[src/rtl/mem_master_if.sv]
// Core request/response channel and data-memory pins for mem_master.
// The master modport is the initiator; the slave modport is the core plus memory side.
`timescale 1ns/1ps
interface mem_master_if;
   logic        req_valid;
   logic        req_ready;
   logic        req_write;
   logic [15:0] req_addr;
   logic [15:0] req_wdata;
   logic        rsp_valid;
   logic [15:0] rsp_rdata;
   logic        rsp_err;
   logic        mem_w;
   logic [15:0] mem_addr;
   logic [15:0] mem_i0;
   logic [15:0] mem_o0;
   logic        mem_ready;

   modport master (
      input  req_valid, req_write, req_addr, req_wdata, mem_o0, mem_ready,
      output req_ready, rsp_valid, rsp_rdata, rsp_err, mem_w, mem_addr, mem_i0
   );

   modport slave (
      output req_valid, req_write, req_addr, req_wdata, mem_o0, mem_ready,
      input  req_ready, rsp_valid, rsp_rdata, rsp_err, mem_w, mem_addr, mem_i0
   );
endinterface

[src/rtl/mem_master.sv]
// Initiator for the data memory: sequences one load/store per request through
// issue, settle and wait phases and returns one registered response per request.
`timescale 1ns/1ps
module mem_master #(
   parameter logic [15:0] MEM_SIZE = 16'h0100,
   parameter logic [7:0]  TIMEOUT  = 8'd16
) (
   input logic          clk,
   input logic          rst,
   mem_master_if.master bus
);

   typedef enum logic [1:0] {StIdle, StIssue, StSettle, StWait} state_e;

   state_e      state_q, state_d;
   logic        mem_w_q, mem_w_d;
   logic [15:0] mem_addr_q, mem_addr_d;
   logic [15:0] mem_i0_q, mem_i0_d;
   logic        wr_q, wr_d;
   logic [7:0]  cnt_q, cnt_d;
   logic [7:0]  cnt_inc;
   logic        rsp_valid_q, rsp_valid_d;
   logic [15:0] rsp_rdata_q, rsp_rdata_d;
   logic        rsp_err_q, rsp_err_d;
   logic        req_ready;
   logic        accept;
   logic        in_range;

   assign req_ready = (state_q == StIdle) && bus.mem_ready;
   assign accept    = bus.req_valid && req_ready;
   assign in_range  = bus.req_addr < MEM_SIZE;
   assign cnt_inc   = cnt_q + 8'd1;

   // Out-of-range requests answer directly from IDLE without touching the memory pins.
   always_comb begin
      state_d     = state_q;
      mem_w_d     = mem_w_q;
      mem_addr_d  = mem_addr_q;
      mem_i0_d    = mem_i0_q;
      wr_d        = wr_q;
      cnt_d       = cnt_q;
      rsp_valid_d = 1'b0;
      rsp_rdata_d = rsp_rdata_q;
      rsp_err_d   = rsp_err_q;

      unique case (state_q)
         StIdle: begin
            if (accept) begin
               if (in_range) begin
                  mem_addr_d = bus.req_addr;
                  mem_i0_d   = bus.req_wdata;
                  mem_w_d    = bus.req_write;
                  wr_d       = bus.req_write;
                  cnt_d      = 8'd0;
                  state_d    = StIssue;
               end else begin
                  rsp_valid_d = 1'b1;
                  rsp_err_d   = 1'b1;
                  rsp_rdata_d = 16'h0000;
               end
            end
         end
         StIssue: begin
            mem_w_d = 1'b0;
            state_d = StSettle;
         end
         // Memory may still be deasserting ready from the access; do not look at it yet.
         StSettle: begin
            state_d = StWait;
         end
         StWait: begin
            cnt_d = cnt_inc;
            if (bus.mem_ready) begin
               rsp_valid_d = 1'b1;
               rsp_err_d   = 1'b0;
               rsp_rdata_d = wr_q ? mem_i0_q : bus.mem_o0;
               state_d     = StIdle;
            end else if (cnt_inc == TIMEOUT) begin
               rsp_valid_d = 1'b1;
               rsp_err_d   = 1'b1;
               rsp_rdata_d = 16'h0000;
               state_d     = StIdle;
            end
         end
         default: state_d = StIdle;
      endcase
   end

   always_ff @(posedge clk or posedge rst) begin
      if (rst) begin
         state_q     <= StIdle;
         mem_w_q     <= 1'b0;
         mem_addr_q  <= 16'h0000;
         mem_i0_q    <= 16'h0000;
         wr_q        <= 1'b0;
         cnt_q       <= 8'd0;
         rsp_valid_q <= 1'b0;
         rsp_rdata_q <= 16'h0000;
         rsp_err_q   <= 1'b0;
      end else begin
         state_q     <= state_d;
         mem_w_q     <= mem_w_d;
         mem_addr_q  <= mem_addr_d;
         mem_i0_q    <= mem_i0_d;
         wr_q        <= wr_d;
         cnt_q       <= cnt_d;
         rsp_valid_q <= rsp_valid_d;
         rsp_rdata_q <= rsp_rdata_d;
         rsp_err_q   <= rsp_err_d;
      end
   end

   assign bus.req_ready = req_ready;
   assign bus.rsp_valid = rsp_valid_q;
   assign bus.rsp_rdata = rsp_rdata_q;
   assign bus.rsp_err   = rsp_err_q;
   assign bus.mem_w     = mem_w_q;
   assign bus.mem_addr  = mem_addr_q;
   assign bus.mem_i0    = mem_i0_q;

endmodule

[src/flat_wrapper.sv]
// flat-port wrapper written by rule: the top's interface ports become plain ports
module mem_master_flat 
#(
   parameter logic [15:0] MEM_SIZE = 16'h0100,
   parameter logic [7:0]  TIMEOUT  = 8'd16
)
  (clk, rst, bus_req_valid, bus_req_write, bus_req_addr, bus_req_wdata, bus_mem_o0, bus_mem_ready, bus_req_ready, bus_rsp_valid, bus_rsp_rdata, bus_rsp_err, bus_mem_w, bus_mem_addr, bus_mem_i0);
  mem_master_if bus_i ();
  input logic clk;
  input logic rst;
  input wire logic [$bits(bus_i.req_valid)-1:0] bus_req_valid;
  input wire logic [$bits(bus_i.req_write)-1:0] bus_req_write;
  input wire logic [$bits(bus_i.req_addr)-1:0] bus_req_addr;
  input wire logic [$bits(bus_i.req_wdata)-1:0] bus_req_wdata;
  input wire logic [$bits(bus_i.mem_o0)-1:0] bus_mem_o0;
  input wire logic [$bits(bus_i.mem_ready)-1:0] bus_mem_ready;
  output wire logic [$bits(bus_i.req_ready)-1:0] bus_req_ready;
  output wire logic [$bits(bus_i.rsp_valid)-1:0] bus_rsp_valid;
  output wire logic [$bits(bus_i.rsp_rdata)-1:0] bus_rsp_rdata;
  output wire logic [$bits(bus_i.rsp_err)-1:0] bus_rsp_err;
  output wire logic [$bits(bus_i.mem_w)-1:0] bus_mem_w;
  output wire logic [$bits(bus_i.mem_addr)-1:0] bus_mem_addr;
  output wire logic [$bits(bus_i.mem_i0)-1:0] bus_mem_i0;
  assign bus_i.req_valid = bus_req_valid;
  assign bus_i.req_write = bus_req_write;
  assign bus_i.req_addr = bus_req_addr;
  assign bus_i.req_wdata = bus_req_wdata;
  assign bus_i.mem_o0 = bus_mem_o0;
  assign bus_i.mem_ready = bus_mem_ready;
  assign bus_req_ready = bus_i.req_ready;
  assign bus_rsp_valid = bus_i.rsp_valid;
  assign bus_rsp_rdata = bus_i.rsp_rdata;
  assign bus_rsp_err = bus_i.rsp_err;
  assign bus_mem_w = bus_i.mem_w;
  assign bus_mem_addr = bus_i.mem_addr;
  assign bus_mem_i0 = bus_i.mem_i0;
  mem_master #(.MEM_SIZE(MEM_SIZE), .TIMEOUT(TIMEOUT)) u_core (.clk(clk), .rst(rst), .bus(bus_i));
endmodule
[config.mk]
export PLATFORM = sky130hd
export DESIGN_NAME = mem_master_flat
export DESIGN_NICKNAME = d
export VERILOG_FILES = /design/src/rtl/mem_master_if.sv /design/src/rtl/mem_master.sv /design/src/flat_wrapper.sv
export SDC_FILE = /design/constraint.sdc
export NUM_CORES = 1
export LEC_CHECK = 0
export CAP_MARGIN = 20
export CORE_MARGIN = 1.5
export CORE_UTILIZATION = 65
export DETAILED_ROUTE_END_ITERATION = 7
export DONT_BUFFER_PORTS = 1
export GPL_TIMING_DRIVEN = 0
export MAX_ROUTING_LAYER = met4
export PLACE_DENSITY = 0.81
export SLEW_MARGIN = 20
export SYNTH_ARGS = -nofsm -noshare
export SYNTH_HDL_FRONTEND = slang
export SYNTH_SLANG_ARGS = --single-unit
[constraint.sdc]
create_clock -name clk -period 5.45 [get_ports clk]
set_input_delay 1.09 -clock clk [delete_from_list [all_inputs] [get_ports clk]]
set_output_delay 1.09 -clock clk [all_outputs]
set_load 0.05 [all_outputs]
; ---- Yosys cells after proc, flatten, opt, wreduce, memory -nomap -nowiden
; Index checks and enable logic that the tools add are counted.
; Widths: inputs -> output; s select.
[totals]
input_bits = 53
regBits = 62
out_inout_bits = 52
[op_classes]
n_lt_le_gt_ge = 1
muxes = 27
n_reduce_logical = 10
eq_ne = 8
addsub = 1
[op_table]
columns = cell, n
row1 = $mux 16, 5
row2 = $pmux 16 s2, 1
row3 = $lt 16x9->1 const B, 1
row4 = $mux 8, 2
row5 = $pmux 8 s2, 1
row6 = $reduce_and 3->1, 4
row7 = $mux 1, 10
row8 = $add 8x1->8 const B, 1
row9 = $eq 8x5->1 const B, 1
row10 = $mux 2, 4
row11 = $pmux 2 s4, 1
row12 = $pmux 1 s2, 3
row13 = $eq 2x2->1 const B, 2
row14 = $ne 2x1->1 const B, 2
row15 = $reduce_and 4->1, 1
row16 = $reduce_bool 2->1, 2
row17 = $ne 3x2->1 const B, 1
row18 = $eq 2x1->1 const B, 1
row19 = $logic_and 1x1->1, 2
row20 = $logic_not 2->1, 1
row21 = $ne 2x2->1 const B, 1

; ---- Depth between registers and ports, before layout
; Gate-level depths: netlist of the first run.
[depth]
depth_word = 5
ltp_mapped = 8

; ---- Worst setup path after synthesis of the first run
; OpenSTA, ideal clock, no wires.
[synth_path]
path_kind = input to register
startpoint = input port bus_req_addr[8]
endpoint = register u_core.cnt_q[3]
path_stages = 5
arrival_time_ps = 2718
path_buffers = 0
path_slack_ps = 2663
cell_sequence = or4_1 > or3_1 > a21o_1 > or4_1 > nand3_1
[synth_via]
elab_chain_len = 3
[synth_rtl]
columns = item, line_no
row1 = "start, declared", flat_wrapper.sv:13  ; input wire logic [$bits(bus_i.req_addr)-1:0] bus_req_addr;
row2 = $lt 16x9->1, mem_master.sv:31  ; assign in_range = bus.req_addr < MEM_SIZE;
row3 = $ne 2x1->1 (no line), --
row4 = $reduce_and 3->1 (no line), --
row5 = "end signal, assigned", mem_master.sv:106  ; cnt_q <= cnt_d;
row6 = "end, declared", mem_master.sv:20  ; logic [7:0] cnt_q, cnt_d;
; No other way between the ends.
; A chain may end at the register's enable or synchronous reset.

; ---- Worst setup path in the final report of the first run
[layout_path]
startpoint = register u_core.state_q[0]
endpoint = output port bus_req_ready
[layout_via]
elab_chain_len = 2
[layout_rtl]
columns = item, line_no
row1 = "start, declared", mem_master.sv:15  ; state_e state_q, state_d;
row2 = "start signal, assigned", mem_master.sv:91  ; state_q <= StIdle;
row3 = "start signal, assigned", mem_master.sv:101  ; state_q <= state_d;
row4 = $logic_not 2->1, mem_master.sv:29  ; assign req_ready = (state_q == StIdle) && bus.mem_ready;
row5 = $logic_and 1x1->1, mem_master.sv:29
row6 = "end, declared", flat_wrapper.sv:17  ; output wire logic [$bits(bus_i.req_ready)-1:0] bus_req_ready;
; No other way between the ends.

==> implementation parameters, run 1 <==
Parameter                              Value

Place
  Number of I/O port buffers ... 0
  Cell area after placement ... 0.002883 sq mm
  Setup WS pre-CTS ... 2.448 ns
  Routability cong. ... 0.8727
  DP HPWL ... 4095 um

Clock network
  Clock sink count ... 62
  Setup Fix Bufs, Post-CTS ... 0
  Total CTS buffers ... 9
  Quantity of gates resized following cts ... 0
  Clock latency reported for the late side of the worst-skew pair ... 0.33 ns
  CTS Buffer Depth ... 2
  Clock Pin Slew Worst Setup and Hold Paths ... 0.07 ns
  TritonCTS clock tree ... built
  Number of buffers inserted for hold repair after clock tree synthesis ... 0
  Root cell of the clock tree ... sky130_fd_sc_hd__clkbuf_8
  Number of H-tree branching levels ... 3

Hold path
  Class of the worst hold path ... reg -> reg

Final layout
  Finished Cell Area ... 0.003084 sq mm
  Commonest non-fill, non-tap cells in the layout ... sky130_fd_sc_hd__nand2_1, sky130_fd_sc_hd__dfrtp_1, sky130_fd_sc_hd__mux2i_1, sky130_fd_sc_hd__o2bb2ai_1, sky130_fd_sc_hd__clkbuf_1
  Synth-to-Final Area Change ... 10.24%
  Nets ... 347
  Number of antenna cells inserted ... 0
  Leading cell type in the layout, fill and taps excluded ... sky130_fd_sc_hd__nand2_1
  Final cell utilization of the core ... 76.01%
  Area of all sequential standard cells ... 0.001551 sq mm
  Area occupied by multi-input gates ... 0.001177 sq mm
  Number of inserted filler cells in the final layout ... 288
  Layout cell share with drive strength beyond 1 ... 7.850%

Global routing
  Pin count of the biggest net entering global routing ... 40
  Initial antenna violation count ... 0
  Congestion Overflow GR ... 0
  First-pass GRT wire length ... 8369 um
  Via count of the first global-routing pass ... 1,866
  Total track usage ... 25.59%

Drt
  Total via count in the routed design ... 2,038
  Detail-routed via count per cell ... 5.942
  Router iterations before antenna repair ... 4
  Total wire length after detailed routing ... 5718 um
  DRC Markers ... 0
  Antenna-violating nets left ... 0
  Average routed wire per standard cell ... 16.67 um
  Number of design-rule violations left by the first detailed-router iteration ... 155

Synthesis
  Number of synthesized flops with an enable pin ... 0
  Average instance area after synthesis ... 10.14 sq um
  Share of synthesized area occupied by flip-flops and latches ... 55.46%
  Cells after Synth ... 276
  Synthesis-stage register bit count ... 62
  Synth Cell Area ... 0.002798 sq mm
  Number of synthesis warnings ... 0
  Async S/R FF share, synth ... 100.0%
  Number of nets produced by synthesis ... 335
  Number of distinct library cells after synthesis ... 37
  Commonest register cell after synthesis ... sky130_fd_sc_hd__dfrtp_1

STA
  Fin Setup TNS ... 0 ns
  RSZ-0062 raised after global routing ... false
  Period minus WS final ... 2.765 ns
  Worst-margin pin slew ... 0.7675 ns
  Post-route clock period utilization ... 50.74%
  Maximum clock skew at final layout ... 0.006706 ns
  Fmax ... 0.3616 GHz
  Pins over their slew limit ... 0
  Fin worst setup slack ... 2.685 ns
  Relative slew margins ... 48.41%
  Count of final setup violators ... 0
  Hold violation total from the final report ... 0

Critical path
  Endpoint of the most critical setup path ... bus_req_ready
  Worst path arrival time ... 1.68 ns
  Top fanout value on the critical path ... 8
  Cell depth of the worst flop-to-flop path ... 7
  Reg-to-reg endpoint ... u_core.bus.rsp_rdata[9]$_DFFE_PP0P_
  Crit start category ... flip-flop
  FF-to-FF Start ... u_core.cnt_q[0]$_DFFE_PP0P_
  Setup slack of the most critical reg-to-reg path ... 3.01 ns
  Crit. End Element ... primary output
  Start point of the critical path ... u_core.state_q[0]$_DFFE_PP0P_
  Critical path data required time ... 4.36 ns
  Kind of critical path ... reg -> out

Pwr
  Power after layout ... 1553 uW
  Cell-internal power ... 883.3 uW
  Clock power share ... 26.4%
  Switching fraction of total power ... 43.13%
  Static power due to leakage ... 0.001475 uW
  Power spent charging and discharging nets ... 669.9 uW
  Worst supply voltage drop on vdd ... 0.2831 mV
  Combinational share of power ... 20.3%
  Fraction of power consumed by sequential logic ... 53.4%
  Total power divided by cell area ... 503.6 mW/mm^2

Die
  Total I/O pin count ... 105
  Row count ... 23
  Placeable core region ... 0.004058 sq mm
  Die Ht ... 68.61 um
  Total Die Area ... 0.004707 sq mm
  Starting Density ... 68.95%
  X dimension of the die ... 68.61 um

Run status
  Outcome ... completed

Job
  Number of max-capacitance violations reported ... 0
-- layout make-up --
class                   instances  area share [%]
plain buffers                  12           1.501
multi-input cells             196           38.17
well taps                      50           2.028
clock buffers                  13           5.152
clock inverters                 3           1.379
repair buffers                  1          0.6491
inverters                       6          0.8114
flip-flops and latches         62           50.30
-- critical path, stage by stage (launching register included) --
cell and delay, ns:
sky130_fd_sc_hd__dfrtp_1 0.41, sky130_fd_sc_hd__inv_1 0.13, sky130_fd_sc_hd__ha_1 0.30, sky130_fd_sc_hd__and2_1 0.50
-- routing by layer --
metal	wire [um]	vias to the layer above	track usage (%)	share of wire (%)
met1	2512	959	32.75	44
met5	0	-	-	0
met4	74	0	11.75	1.3
li1	-	974	-	-
met3	538	6	7.792	9.4
met2	2592	99	37.50	45
-- how the worst min path moves through the flow --
stage	start	end	slack [ns]	cells after the start
floorplan	u_core.cnt_q[6]$_DFFE_PP0P_	u_core.cnt_q[6]$_DFFE_PP0P_	0.50	1
global placement	u_core.cnt_q[6]$_DFFE_PP0P_	u_core.cnt_q[6]$_DFFE_PP0P_	0.54	1
detailed placement	u_core.cnt_q[6]$_DFFE_PP0P_	u_core.cnt_q[6]$_DFFE_PP0P_	0.55	1
CTS	u_core.cnt_q[6]$_DFFE_PP0P_	u_core.cnt_q[6]$_DFFE_PP0P_	0.56	1
global route	rst	u_core.bus.rsp_rdata[1]$_DFFE_PP0P_	0.60	1
finish	u_core.cnt_q[1]$_DFFE_PP0P_	u_core.cnt_q[1]$_DFFE_PP0P_	0.57	2
-- power groups by stage --
stage / registers (uW) / logic [uW] / clock network (uW)
final: 829 / 315 / 410
after detailed placement: 837 / 316 / 0
after floorplan: 818 / 247 / 0
after CTS: 828 / 317 / 412
after global routing: 841 / 355 / 431
after global placement: 835 / 305 / 0
-- sequential cells by signal, indices dropped and copies added, names as in the netlist --
name,count
u_core.cnt_q,8
u_core.bus.rsp_rdata,16
u_core.bus.mem_i0,16
u_core.bus.mem_w,1
u_core.state_q,2
u_core.wr_q,1
u_core.bus.mem_addr,16
u_core.bus.rsp_err,1
u_core.bus.rsp_valid,1
-- cell usage after synthesis (3+ instances only) --
cell / instances / area share, %
sky130_fd_sc_hd__o31ai_1: 3 / 0.80
sky130_fd_sc_hd__mux2i_1: 18 / 6.4
sky130_fd_sc_hd__o2bb2ai_1: 16 / 5.0
sky130_fd_sc_hd__or4_1: 4 / 1.1
sky130_fd_sc_hd__inv_1: 6 / 0.80
sky130_fd_sc_hd__o21ai_0: 10 / 1.8
sky130_fd_sc_hd__nor2_1: 7 / 0.94
sky130_fd_sc_hd__ha_1: 6 / 2.7
sky130_fd_sc_hd__dfrtp_1: 62 / 55
sky130_fd_sc_hd__clkbuf_1: 11 / 1.5
sky130_fd_sc_hd__nand2b_1: 3 / 0.67
sky130_fd_sc_hd__and2_1: 11 / 2.5
sky130_fd_sc_hd__nand2_1: 87 / 12
sky130_fd_sc_hd__nand3_1: 4 / 0.72
-- kinds of logic (layout without fill, tap and decap cells) --
logic type               after synthesis  after routing  synth area share (%)
AO/OA/AOI/OAI                         45             45                 12.48
adder cells (fa/ha/maj)                6              6                 2.683
buffers and inverters                 18             35                 2.460
flip-flops                            62             62                 55.46
multiplexers                          18             18                 6.440
AND/OR/NAND/NOR                      127            127                 20.48
-- stage by stage --
step	hold WS [ns]	std cells
final	0.5650	343
after global placement	0.5379	326
after global routing	0.6023	343
after detailed placement	0.5457	327
after floorplan	0.5025	276
after CTS	0.5578	343
No activity file was read; power rests on OpenSTA's default activity.
==> run 2: changes to the inputs <==
CORE_UTILIZATION = 62   (was 65)
PLACE_DENSITY = 0.78   (was 0.81)
clock period = 2.86 ns   (was 5.45 ns; I/O delays follow)
==> implementation parameters, run 2 (synthesis gave the netlist of run 1 again) <==
Parameter                              Value

Run status
  Outcome ... completed

Die
  Placeable core region ... 0.004354 sq mm
  Total Die Area ... 0.004925 sq mm
  Die Ht ... 70.18 um
  X dimension of the die ... 70.18 um
  Total I/O pin count ... 105
  Row count ... 24
  Starting Density ... 64.25%

STA
  Count of final setup violators ... 0
  Relative slew margins ... 45.61%
  Worst-margin pin slew ... 0.8092 ns
  Maximum clock skew at final layout ... 0.009710 ns
  Post-route clock period utilization ... 86.43%
  Final Hold Slack ... 0.3424 ns
  RSZ-0062 raised after global routing ... false
  Fmax ... 0.4045 GHz
  Pins over their slew limit ... 0
  Fin worst setup slack ... 0.3880 ns
  Fin Setup TNS ... 0 ns
  Hold violation total from the final report ... 0
  Period minus WS final ... 2.472 ns

Critical path
  FF-to-FF Start ... u_core.state_q[1]$_DFFE_PP0P_
  Crit start category ... flip-flop
  Worst path arrival time ... 2.75 ns
  Crit. End Element ... flip-flop
  Setup slack of the most critical reg-to-reg path ... 0.39 ns
  Reg-to-reg endpoint ... u_core.bus.mem_i0[1]$_DFFE_PP0P_
  Kind of critical path ... reg -> reg
  Top fanout value on the critical path ... 10
  Critical path data required time ... 3.14 ns
  Cell depth of the worst flop-to-flop path ... 7

Clock network
  TritonCTS clock tree ... built
  Setup Fix Bufs, Post-CTS ... 0
  Clock sink count ... 62
  Clock Pin Slew Worst Setup and Hold Paths ... 0.07 ns
  CTS Buffer Depth ... 2
  Clock latency reported for the late side of the worst-skew pair ... 0.34 ns
  Total CTS buffers ... 9
  Number of H-tree branching levels ... 3
  Root cell of the clock tree ... sky130_fd_sc_hd__clkbuf_8

Final layout
  Number of inserted filler cells in the final layout ... 336
  Number of antenna cells inserted ... 0
  Nets ... 348
  Final cell utilization of the core ... 70.66%
  Commonest non-fill, non-tap cells in the layout ... sky130_fd_sc_hd__nand2_1, sky130_fd_sc_hd__dfrtp_1, sky130_fd_sc_hd__mux2i_1, sky130_fd_sc_hd__o2bb2ai_1
  Leading cell type in the layout, fill and taps excluded ... sky130_fd_sc_hd__nand2_1
  Synth-to-Final Area Change ... 9.973%
  Layout cell share with drive strength beyond 1 ... 8.191%
  Finished Cell Area ... 0.003077 sq mm

Pwr
  Worst supply voltage drop on vdd ... 0.3903 mV
  Static power due to leakage ... 0.001474 uW
  Total power divided by cell area ... 929.3 mW/mm^2

Hold path
  Depth of the worst hold-timing path ... 2
  Hold wc startpoint ... bus_req_wdata[7]
  Worst hold endpoint ... u_core.bus.mem_i0[7]$_DFFE_PP0P_
  Class of the worst hold path ... in -> reg

Global routing
  Initial antenna violation count ... 0
  Congestion Overflow GR ... 0
  Via count of the first global-routing pass ... 1,909
  Global routing met2 resource utilization ... 38.94%
  Met3 Use GR ... 9.380%
  GR peak layer ... met2
  First-pass GRT wire length ... 9604 um
  Pin count of the biggest net entering global routing ... 56
  Total track usage ... 26.33%
  Routing usage on met1 ... 34.45%

Place
  Number of I/O port buffers ... 0
  Cell area after placement ... 0.002893 sq mm
  Setup WS pre-CTS ... 0.3302 ns
  DP HPWL ... 4165 um
  Routability cong. ... 0.8161

Drt
  Total via count in the routed design ... 2,089
  Antenna-violating nets left ... 0
  Number of design-rule violations left by the first detailed-router iteration ... 136
  DRC Markers ... 0
  Total wire length after detailed routing ... 5942 um
  Average routed wire per standard cell ... 17.22 um
  Router iterations before antenna repair ... 4
  Detail-routed via count per cell ... 6.055

Job
  Number of max-capacitance violations reported ... 0
-- run 2: repair_timing --
| action | CTS | global route |
|---|---|---|
| hold buffers | 1 | 0 |
| endpoints found under the hold margin | 7 | 0 |
| resized for setup | 0 | 0 |
-- run 2: worst max-delay path by stage --
stage                     slack, ns                             endpoint  depth (start not counted)                          start
final                          0.39     u_core.bus.mem_i0[1]$_DFFE_PP0P_                          7  u_core.state_q[1]$_DFFE_PP0P_
after global routing           0.19   u_core.bus.mem_addr[6]$_DFFE_PP0P_                          7  u_core.state_q[1]$_DFFE_PP0P_
after CTS                      0.36     u_core.bus.mem_i0[1]$_DFFE_PP0P_                          7  u_core.state_q[1]$_DFFE_PP0P_
after detailed placement       0.33    u_core.bus.mem_i0[10]$_DFFE_PP0P_                          5               bus_req_addr[12]
after global placement         0.12  u_core.bus.mem_addr[10]$_DFFE_PP0P_                          1                            rst
after floorplan                0.59          u_core.cnt_q[3]$_DFFE_PP0P_                          5                bus_req_addr[8]
-- run 2: area by class of cell --
class | instances | area [sq um] | share of cell area [%]
repair buffers | 2 | 37.54 | 1.220
flip-flops and latches | 62 | 1551 | 50.43
multi-input cells | 196 | 1177 | 38.27
well taps | 52 | 65.06 | 2.115
plain buffers | 12 | 46.29 | 1.505
inverters | 6 | 25.02 | 0.8133
clock inverters | 4 | 22.52 | 0.7320
clock buffers | 11 | 151.4 | 4.921
-- run 2: where the power goes --
group	internal [uW]	leakage (uW)	switching, uW
Clock	352	0.0000910	325
Combinational	216	0.000531	384
Sequential	1020	0.000852	563
-- run 2: worst max-delay path, stage by stage (launching register included) --
cell and delay [ns]:
sky130_fd_sc_hd__dfrtp_1 0.40, sky130_fd_sc_hd__inv_1 0.14, sky130_fd_sc_hd__ha_1 0.34, sky130_fd_sc_hd__inv_1 0.13, sky130_fd_sc_hd__nor4_2 0.75, sky130_fd_sc_hd__clkbuf_1 0.44
sky130_fd_sc_hd__nand2_1 0.12, sky130_fd_sc_hd__nand2_1 0.09
-- run 2: stage by stage --
step | std cells | power (uW)
final | 345 | 2859
after global routing | 345 | 3009
after CTS | 345 | 2881
after detailed placement | 329 | 2197
after global placement | 328 | 2170
after floorplan | 276 | 2029
-- run 2: metal layers --
metal	vias up	wire length [um]	share of wire [%]
met3	5	481	8.1
met2	86	2819	47
li1	978	-	-
met1	1020	2593	44
met5	-	0	0
met4	0	48	0.81
==> run 3: changes to the inputs <==
CORE_ASPECT_RATIO = 1.1   (was default)
==> implementation parameters, run 3 (synthesis gave the netlist of run 1 again) <==
Parameter                              Value

Clock network
  CTS Buffer Depth ... 2
  TritonCTS clock tree ... built
  Number of buffers inserted for hold repair after clock tree synthesis ... 0
  Setup Fix Bufs, Post-CTS ... 0
  Clock latency reported for the late side of the worst-skew pair ... 0.33 ns
  Clock sink count ... 62
  Total CTS buffers ... 9
  Number of H-tree branching levels ... 3
  Quantity of gates resized following cts ... 0
  Root cell of the clock tree ... sky130_fd_sc_hd__clkbuf_8
  Clock Pin Slew Worst Setup and Hold Paths ... 0.07 ns

Global routing
  Total track usage ... 26.86%
  Via count of the first global-routing pass ... 2,007
  Pin count of the biggest net entering global routing ... 38
  Initial antenna violation count ... 0
  First-pass GRT wire length ... 9342 um
  Congestion Overflow GR ... 0

Hold path
  Class of the worst hold path ... in -> async

Run status
  Outcome ... completed

Critical path
  Crit start category ... flip-flop
  Top fanout value on the critical path ... 10
  Cell depth of the worst flop-to-flop path ... 7
  Count of buffer and inverter cells on the critical path ... 3
  Kind of critical path ... reg -> reg
  Series of cell instances along the critical path ... inv_1 > ha_1 > inv_1 > nor4_2 > clkbuf_1 > nand2_1 > nand2_1
  Library cell contributing the largest single delay on the critical path ... sky130_fd_sc_hd__nor4_2
  Count of cell instances traversed by the critical path ... 7
  Critical path's largest stage delay ... 0.74 ns
  Top Family by Delay on Critical Path ... simple AND/OR/NAND/NOR gates
  Crit. End Element ... flip-flop
  Critical path data required time ... 3.13 ns
  Worst path arrival time ... 2.72 ns

STA
  RSZ-0062 raised after global routing ... false
  Hold violation total from the final report ... 0
  Fmax ... 0.4081 GHz
  Count of final setup violators ... 0
  Maximum clock skew at final layout ... 0.008522 ns
  Pins over their slew limit ... 0
  Period minus WS final ... 2.450 ns
  Relative slew margins ... 46.09%
  Fin Setup TNS ... 0 ns
  Post-route clock period utilization ... 85.67%
  Worst-margin pin slew ... 0.8019 ns

Drt
  DRC Markers ... 0
  Antenna-violating nets left ... 0
  Total via count in the routed design ... 2,050
  Total wire length after detailed routing ... 6028 um
  Number of design-rule violations left by the first detailed-router iteration ... 131
  Router iterations before antenna repair ... 4
  Detail-routed via count per cell ... 5.925
  Average routed wire per standard cell ... 17.42 um

Pwr
  Power after layout ... 2913 uW
  Clock power share ... 25.1%
  Static power due to leakage ... 0.001469 uW
  Power spent charging and discharging nets ... 1275 uW
  Total power divided by cell area ... 945.2 mW/mm^2
  Fraction of power consumed by sequential logic ... 54.4%
  Switching fraction of total power ... 43.76%
  Worst supply voltage drop on vdd ... 0.4937 mV
  Combinational share of power ... 20.5%
  Cell-internal power ... 1638 uW

Die
  Row count ... 25
  Die Ht ... 73.46 um
  Starting Density ... 64.81%
  X dimension of the die ... 67.05 um
  Total Die Area ... 0.004925 sq mm
  Total I/O pin count ... 105
  Placeable core region ... 0.004317 sq mm

Place
  Number of I/O port buffers ... 0
  DP HPWL ... 4402 um
  Routability cong. ... 0.8219

Job
  Number of max-capacitance violations reported ... 0

Final layout
  Nets ... 347
  Leading cell type in the layout, fill and taps excluded ... sky130_fd_sc_hd__nand2_1
  Number of inserted filler cells in the final layout ... 331
  Number of antenna cells inserted ... 0
  Area occupied by multi-input gates ... 0.001177 sq mm
  Commonest non-fill, non-tap cells in the layout ... sky130_fd_sc_hd__nand2_1, sky130_fd_sc_hd__dfrtp_1, sky130_fd_sc_hd__mux2i_1, sky130_fd_sc_hd__o2bb2ai_1, sky130_fd_sc_hd__clkbuf_8
  Synth-to-Final Area Change ... 10.15%
  Area of all sequential standard cells ... 0.001551 sq mm
  Layout cell share with drive strength beyond 1 ... 8.219%
==> run 3: final timing paths <==
check	slack, ns	start	end
worst max-delay path	0.41	u_core.state_q[0]$_DFFE_PP0P_	u_core.bus.mem_i0[9]$_DFFE_PP0P_
worst min-delay path	0.07	rst	u_core.bus.mem_i0[8]$_DFFE_PP0P_
worst max register to register	0.41	u_core.state_q[0]$_DFFE_PP0P_	u_core.bus.mem_i0[9]$_DFFE_PP0P_
worst min register to register	0.56	u_core.cnt_q[1]$_DFFE_PP0P_	u_core.cnt_q[1]$_DFFE_PP0P_
max in group asynchronous	2.30	rst	u_core.bus.mem_addr[1]$_DFFE_PP0P_
min in group clk	0.35	bus_req_wdata[11]	u_core.bus.mem_i0[11]$_DFFE_PP0P_
==> run 3: layout make-up <==
class | instances | share of cell area, %
Buffer | 12 | 1.502
Tap cell | 54 | 2.192
Clock buffer | 13 | 5.806
Clock inverter | 2 | 0.4872
Timing Repair Buffer | 1 | 0.6496
Sequential cell | 62 | 50.35
Multi-Input combinational cell | 196 | 38.21
Inverter | 6 | 0.8120
==> run 3: metal layers <==
layer  GRT usage [%]  vias up  wire [um]
li1                -      978          -
met1           31.48      977       2429
met2           43.12       89       3091
met3           8.729        6        457
met4           9.977        0         49
met5               -        -          0
==> run 3: power groups by stage <==
stage	Combinational (uW)	Sequential (uW)	Clock (uW)
final	597	1580	732
after global routing	673	1600	780
after CTS	600	1590	743
after detailed placement	600	1600	0
after global placement	576	1600	0
after floorplan	470	1560	0
==> run 3: stage by stage <==
stage / cell area, sq um / setup WS, ns / hold WS (ns) / cells / utilization, %
floorplan: 2798 / 0.5906 / 0.5025 / 276 / -
global placement: 2865 / 0.1550 / 0.5236 / 330 / 66.38
global route: 3082 / 0.2032 / 0.08065 / 346 / 71.39
finish: 3082 / 0.4097 / 0.07199 / 346 / 71.39
CTS: 3082 / 0.3936 / 0.06445 / 346 / 71.39
detailed placement: 2888 / 0.3283 / 0.4328 / 331 / 66.90
==> run 3: worst reg2reg max path, stage by stage (launching register included) <==
cell and delay [ns]:
sky130_fd_sc_hd__dfrtp_1 0.41, sky130_fd_sc_hd__inv_1 0.13, sky130_fd_sc_hd__ha_1 0.32, sky130_fd_sc_hd__inv_1 0.12, sky130_fd_sc_hd__nor4_2 0.74, sky130_fd_sc_hd__clkbuf_1 0.44
sky130_fd_sc_hd__nand2_1 0.12, sky130_fd_sc_hd__nand2_1 0.10
==> edit 1, RTL diff (settings of run 2) <==
`MEM_SIZE` is set to 16'h0100 in 2 places; all go to 16'h00C0.
--- a/src/rtl/mem_master.sv
+++ b/src/rtl/mem_master.sv
@@ -3,5 +3,5 @@
 `timescale 1ns/1ps
 module mem_master #(
-   parameter logic [15:0] MEM_SIZE = 16'h0100,
+   parameter logic [15:0] MEM_SIZE = 16'h00C0,
    parameter logic [7:0]  TIMEOUT  = 8'd16
 ) (
--- a/src/flat_wrapper.sv
+++ b/src/flat_wrapper.sv
@@ -2,5 +2,5 @@
 module mem_master_flat 
 #(
-   parameter logic [15:0] MEM_SIZE = 16'h0100,
+   parameter logic [15:0] MEM_SIZE = 16'h00C0,
    parameter logic [7:0]  TIMEOUT  = 8'd16
 )
Formal check against the unedited RTL: not equivalent (Yosys sat finds a counterexample within 4 cycles, from zero or initial values and one cycle with rst high).
==> edit 1 against run 2 <==
Worst setup slack better by 0.064 ns; area after synthesis increased by 1.7%; largest power group unchanged; fmax rose by 2.7%; utilization up 0.69 points; sequential cell count unchanged; critical path type unchanged; wire length is 0.59% higher; clock skew down 0.0015 ns; sequential share of layout area down 0.83 points; power is 7.3% higher; design area grew 1.7%; first-iteration DRC count increased by 4.4%.
==> edit 1: results (changes against run 2) <==
run_status:
  outcome: "finished, final reports clean"
clock_network:
  cts_buffer_depth: 2  # unchanged
  cts_resized: 0  # unchanged
  numCtsBuffers: 9  # unchanged
  htree_levels: 3  # unchanged
  cts-root-buf: "clkbuf_8"
synthesis:
  synth_nets: 286  # -15%
  synth_common_cells: "dfrtp_1, mux2_1, mux2i_1"
  ys_warn_count: 0  # unchanged
  async_reset_ff_share_pct: 100  # unchanged
  ys_seq_area_share_pct: 54.5  # -0.93 points
  syn_inst: 227  # -18%
  synthTopCellsByArea: "dfrtp_1, mux2_1, mux2i_1"
  synthDistinctLibCells: 43  # +16%
placed_design:
  dp.cells: 279  # -15%
  dp_hpwl_mm: 4.29  # +3.0%
  place_area_sq_um: 2910  # +0.69%
  place_congestion: 0.801  # -1.9%
pwr:
  peakVddDrop_uv: 611  # +57%
  p_leak_nw: 1.46  # -0.98%
timing:
  whs_ns: 0.246  # -0.0967 ns
  tightest_slew_ns: 0.734  # -0.0751 ns
  finalClockSkew_ns: 0.00825  # -0.00146 ns
grt:
  grt_pass1_vias: 2014  # +5.5%
  antenna_found_initial: 0  # unchanged
  gr-usage-met3_pct: 11.3  # +1.9 points
  grt_max_degree: 63  # +13%
  grtUsageMet1_pct: 33.0  # -1.4 points
  grt_first_pass_wirelength_mm: 9.90  # +3.1%
  track_usage_pct: 26.6  # +0.29 points
  use_met2_pct: 40.7  # +1.8 points
worst_setup_path:
  r2r_start: "u_core.cnt_q[0]"
  critical_path_arrival_ns: 2.65  # -0.10 ns
  rr_endpoint: "u_core.bus.rsp_rdata[3]"
  regToRegSetupSlack_ns: 0.45  # +0.06 ns
route:
  vias: 1917  # -8.2%
  drt_wl_total_mm: 5.98  # +0.59%
  firstDrtPassIters: 4  # unchanged
  drt-initial-drc-count: 142  # +4.4%
  wire_per_inst_microns: 20.3  # +18%
final_layout:
  fillerInstances: 314  # -6.5%
  diodes: 0  # unchanged
  drive_above_1_share_pct: 14.0  # +5.8 points
hold_path:
  hold_class: "input pin to asynchronous set/reset pin"
-- edit 1: kinds of logic after synthesis --
family	after synthesis	synth area share [%]
fa+ha+maj	6	2.64
flops	62	54.5
buf+inv	15	2.37
simple gates	60	12.7
mux	44	16.8
compound gates	40	11.0
-- edit 1: power breakdown --
part	internal, W	total [W]	switching (W)
sequential	0.00102	0.00156	0.000543
combinational	0.000247	0.000673	0.000426
clock	0.000512	0.000836	0.000324
-- edit 1: worst max-delay path by stage --
stage | startpoint | endpoint | slack (ns) | cells past startpoint
2_1_floorplan | rst | u_core.bus.mem_addr[0] | 0.75 | 1
3_3_place_gp | rst | u_core.bus.mem_i0[2] | 0.27 | 1
3_5_place_dp | u_core.cnt_q[0] | u_core.bus.rsp_rdata[3] | 0.50 | 7
4_1_cts | u_core.cnt_q[0] | u_core.bus.rsp_rdata[3] | 0.47 | 7
5_1_grt | u_core.cnt_q[0] | u_core.bus.rsp_rdata[3] | 0.30 | 7
6_report | u_core.cnt_q[0] | u_core.bus.rsp_rdata[3] | 0.45 | 7
-- edit 1: stage by stage --
step / setup slack [ns] / utilization, %
6_report: 0.452 / 71.3
2_1_floorplan: 0.747 / -
3_5_place_dp: 0.503 / 66.4
4_1_cts: 0.472 / 71.3
3_3_place_gp: 0.269 / 66.4
5_1_grt: 0.303 / 71.3
-- edit 1: routing by layer --
| layer | part of all wire, % | routed length (microns) | vias to the layer above |
|---|---|---|---|
| met4 | 1.4 | 84 | 0 |
| met1 | 42 | 2530 | 966 |
| met2 | 48 | 2860 | 92 |
| met3 | 8.4 | 505 | 11 |
| li1 | - | - | 848 |
| met5 | 0 | 0 | - |
-- edit 1: area by class of cell --
cell class | instances | share of cell area [%]
buffer | 11 | 1.68
inverter | 4 | 0.560
clock buffer | 12 | 4.64
tap | 52 | 2.08
sequential | 62 | 49.6
clock inverter | 4 | 2.24
multi-input combinational | 150 | 39.2
-- edit 1: critical path, stage by stage (launching register included) --
cell       delay, ns
dfrtp_1         0.44
ha_1            0.30
and3_1          0.19
o2111a_1        0.23
o2111a_1        0.30
o21ai_1         0.39
buf_2           0.31
o2bb2ai_1       0.16
==> edit 2, RTL diff (flow settings as in run 2) <==
Made on the original files. Re-encode `state_e` (4 states) as one-hot, 4 bits wide.
--- a/src/rtl/mem_master.sv
+++ b/src/rtl/mem_master.sv
@@ -11,5 +11,5 @@
 );
 
-   typedef enum logic [1:0] {StIdle, StIssue, StSettle, StWait} state_e;
+   typedef enum logic [3:0] {StIdle = 4'b0001, StIssue = 4'b0010, StSettle = 4'b0100, StWait = 4'b1000} state_e;
 
    state_e      state_q, state_d;
Check against the original RTL: no difference found for any inputs over 10 cycles, from zero or initial values and one cycle with rst high; not proved beyond that.
==> edit 2 against run 2 <==
Worst setup slack better by 0.15 ns; global-route usage is 0.42 points higher; design area grew 8.0%; sequential cell count is 2 higher; wire length up 8.2%; area after synthesis increased by 7.5%; first-iteration DRC count grew 24%; count of clock-buffer cells in the layout shrank 1; critical path type unchanged.
Power is not compared: it rests on default switching activity, and its combinational part moved more than twofold at a synthesized area within 25%.
==> edit 2: results (changes against run 2) <==
final_layout:
  drive_above_1_share_pct: 12.3  # +4.1 points
  layout.cells.non_filler: 339  # -1.7%
grt:
  grt_first_pass_wirelength_mm: 10.2  # +6.7%
  track_usage_pct: 26.7  # +0.42 points
run_status:
  outcome: "finished, final reports clean"
synthesis:
  yosys.area_share.adder_pct: 0.416  # -2.3 points
  synthDistinctLibCells: 46  # +24%
  synthTopCellsByArea: "dfrtp_1, mux2_1, mux2i_1"
  synthXorXnorAreaFrac_pct: 1.46  # +1.5 points
  synth.area.mux_share_pct: 14.6  # +8.2 points
  synth-compound-area-share_pct: 12.5  # +0.043 points
  avgSynthCellArea_sq_um: 11.3  # +11%
timing:
  final.setup.worst_slack_ns: 0.537  # +0.149 ns
  tightest_slew_ns: 0.738  # -0.0711 ns
  finalClockSkew_ns: 0.0122  # +0.00252 ns
placed_design:
  post-place-ws_ns: 0.579  # +0.248 ns
  place_area_sq_um: 3100  # +7.1%
  place_congestion: 0.809  # -0.85%
worst_setup_path:
  regToRegSetupSlack_ns: 0.54  # +0.15 ns
  r2r_start: "u_core.state_q[2]"
  cp_slowest_cell: "and4b_1"
  rr_endpoint: "u_core.bus.rsp_rdata[4]"
  critPathMaxStageDelay_ns: 0.64  # -0.11 ns
hold_path:
  hold_class: "input pin to asynchronous set/reset pin"
route:
  drt_wl_total_mm: 6.43  # +8.2%
  firstDrtPassIters: 6  # +2
  vias: 2218  # +6.2%
edit 2: where the power goes:
| group | switching, W | total (W) | internal (W) |
|---|---|---|---|
| clock network | 0.000354 | 0.000849 | 0.000495 |
| registers | 0.0000547 | 0.000978 | 0.000923 |
| logic | 0.0000586 | 0.0000921 | 0.0000335 |
edit 2: layer usage:
| layer | up-vias | GRT usage (%) | share of wire [%] |
|---|---|---|---|
| li1 | 990 | - | - |
| met2 | 118 | 40.3 | 48 |
| met5 | - | - | 0 |
| met1 | 1096 | 34.6 | 42 |
| met4 | 0 | 11.3 | 2.2 |
| met3 | 14 | 7.04 | 7.6 |
edit 2: cell type report:
class	instances	share of cell area [%]
flip-flops and latches	64	48.2
multi-input cells	166	37.2
clock buffers	10	3.84
plain buffers	18	2.94
clock inverters	6	2.82
inverters	19	2.26
well taps	54	2.03
repair buffers	1	0.603
diodes	1	0.0753
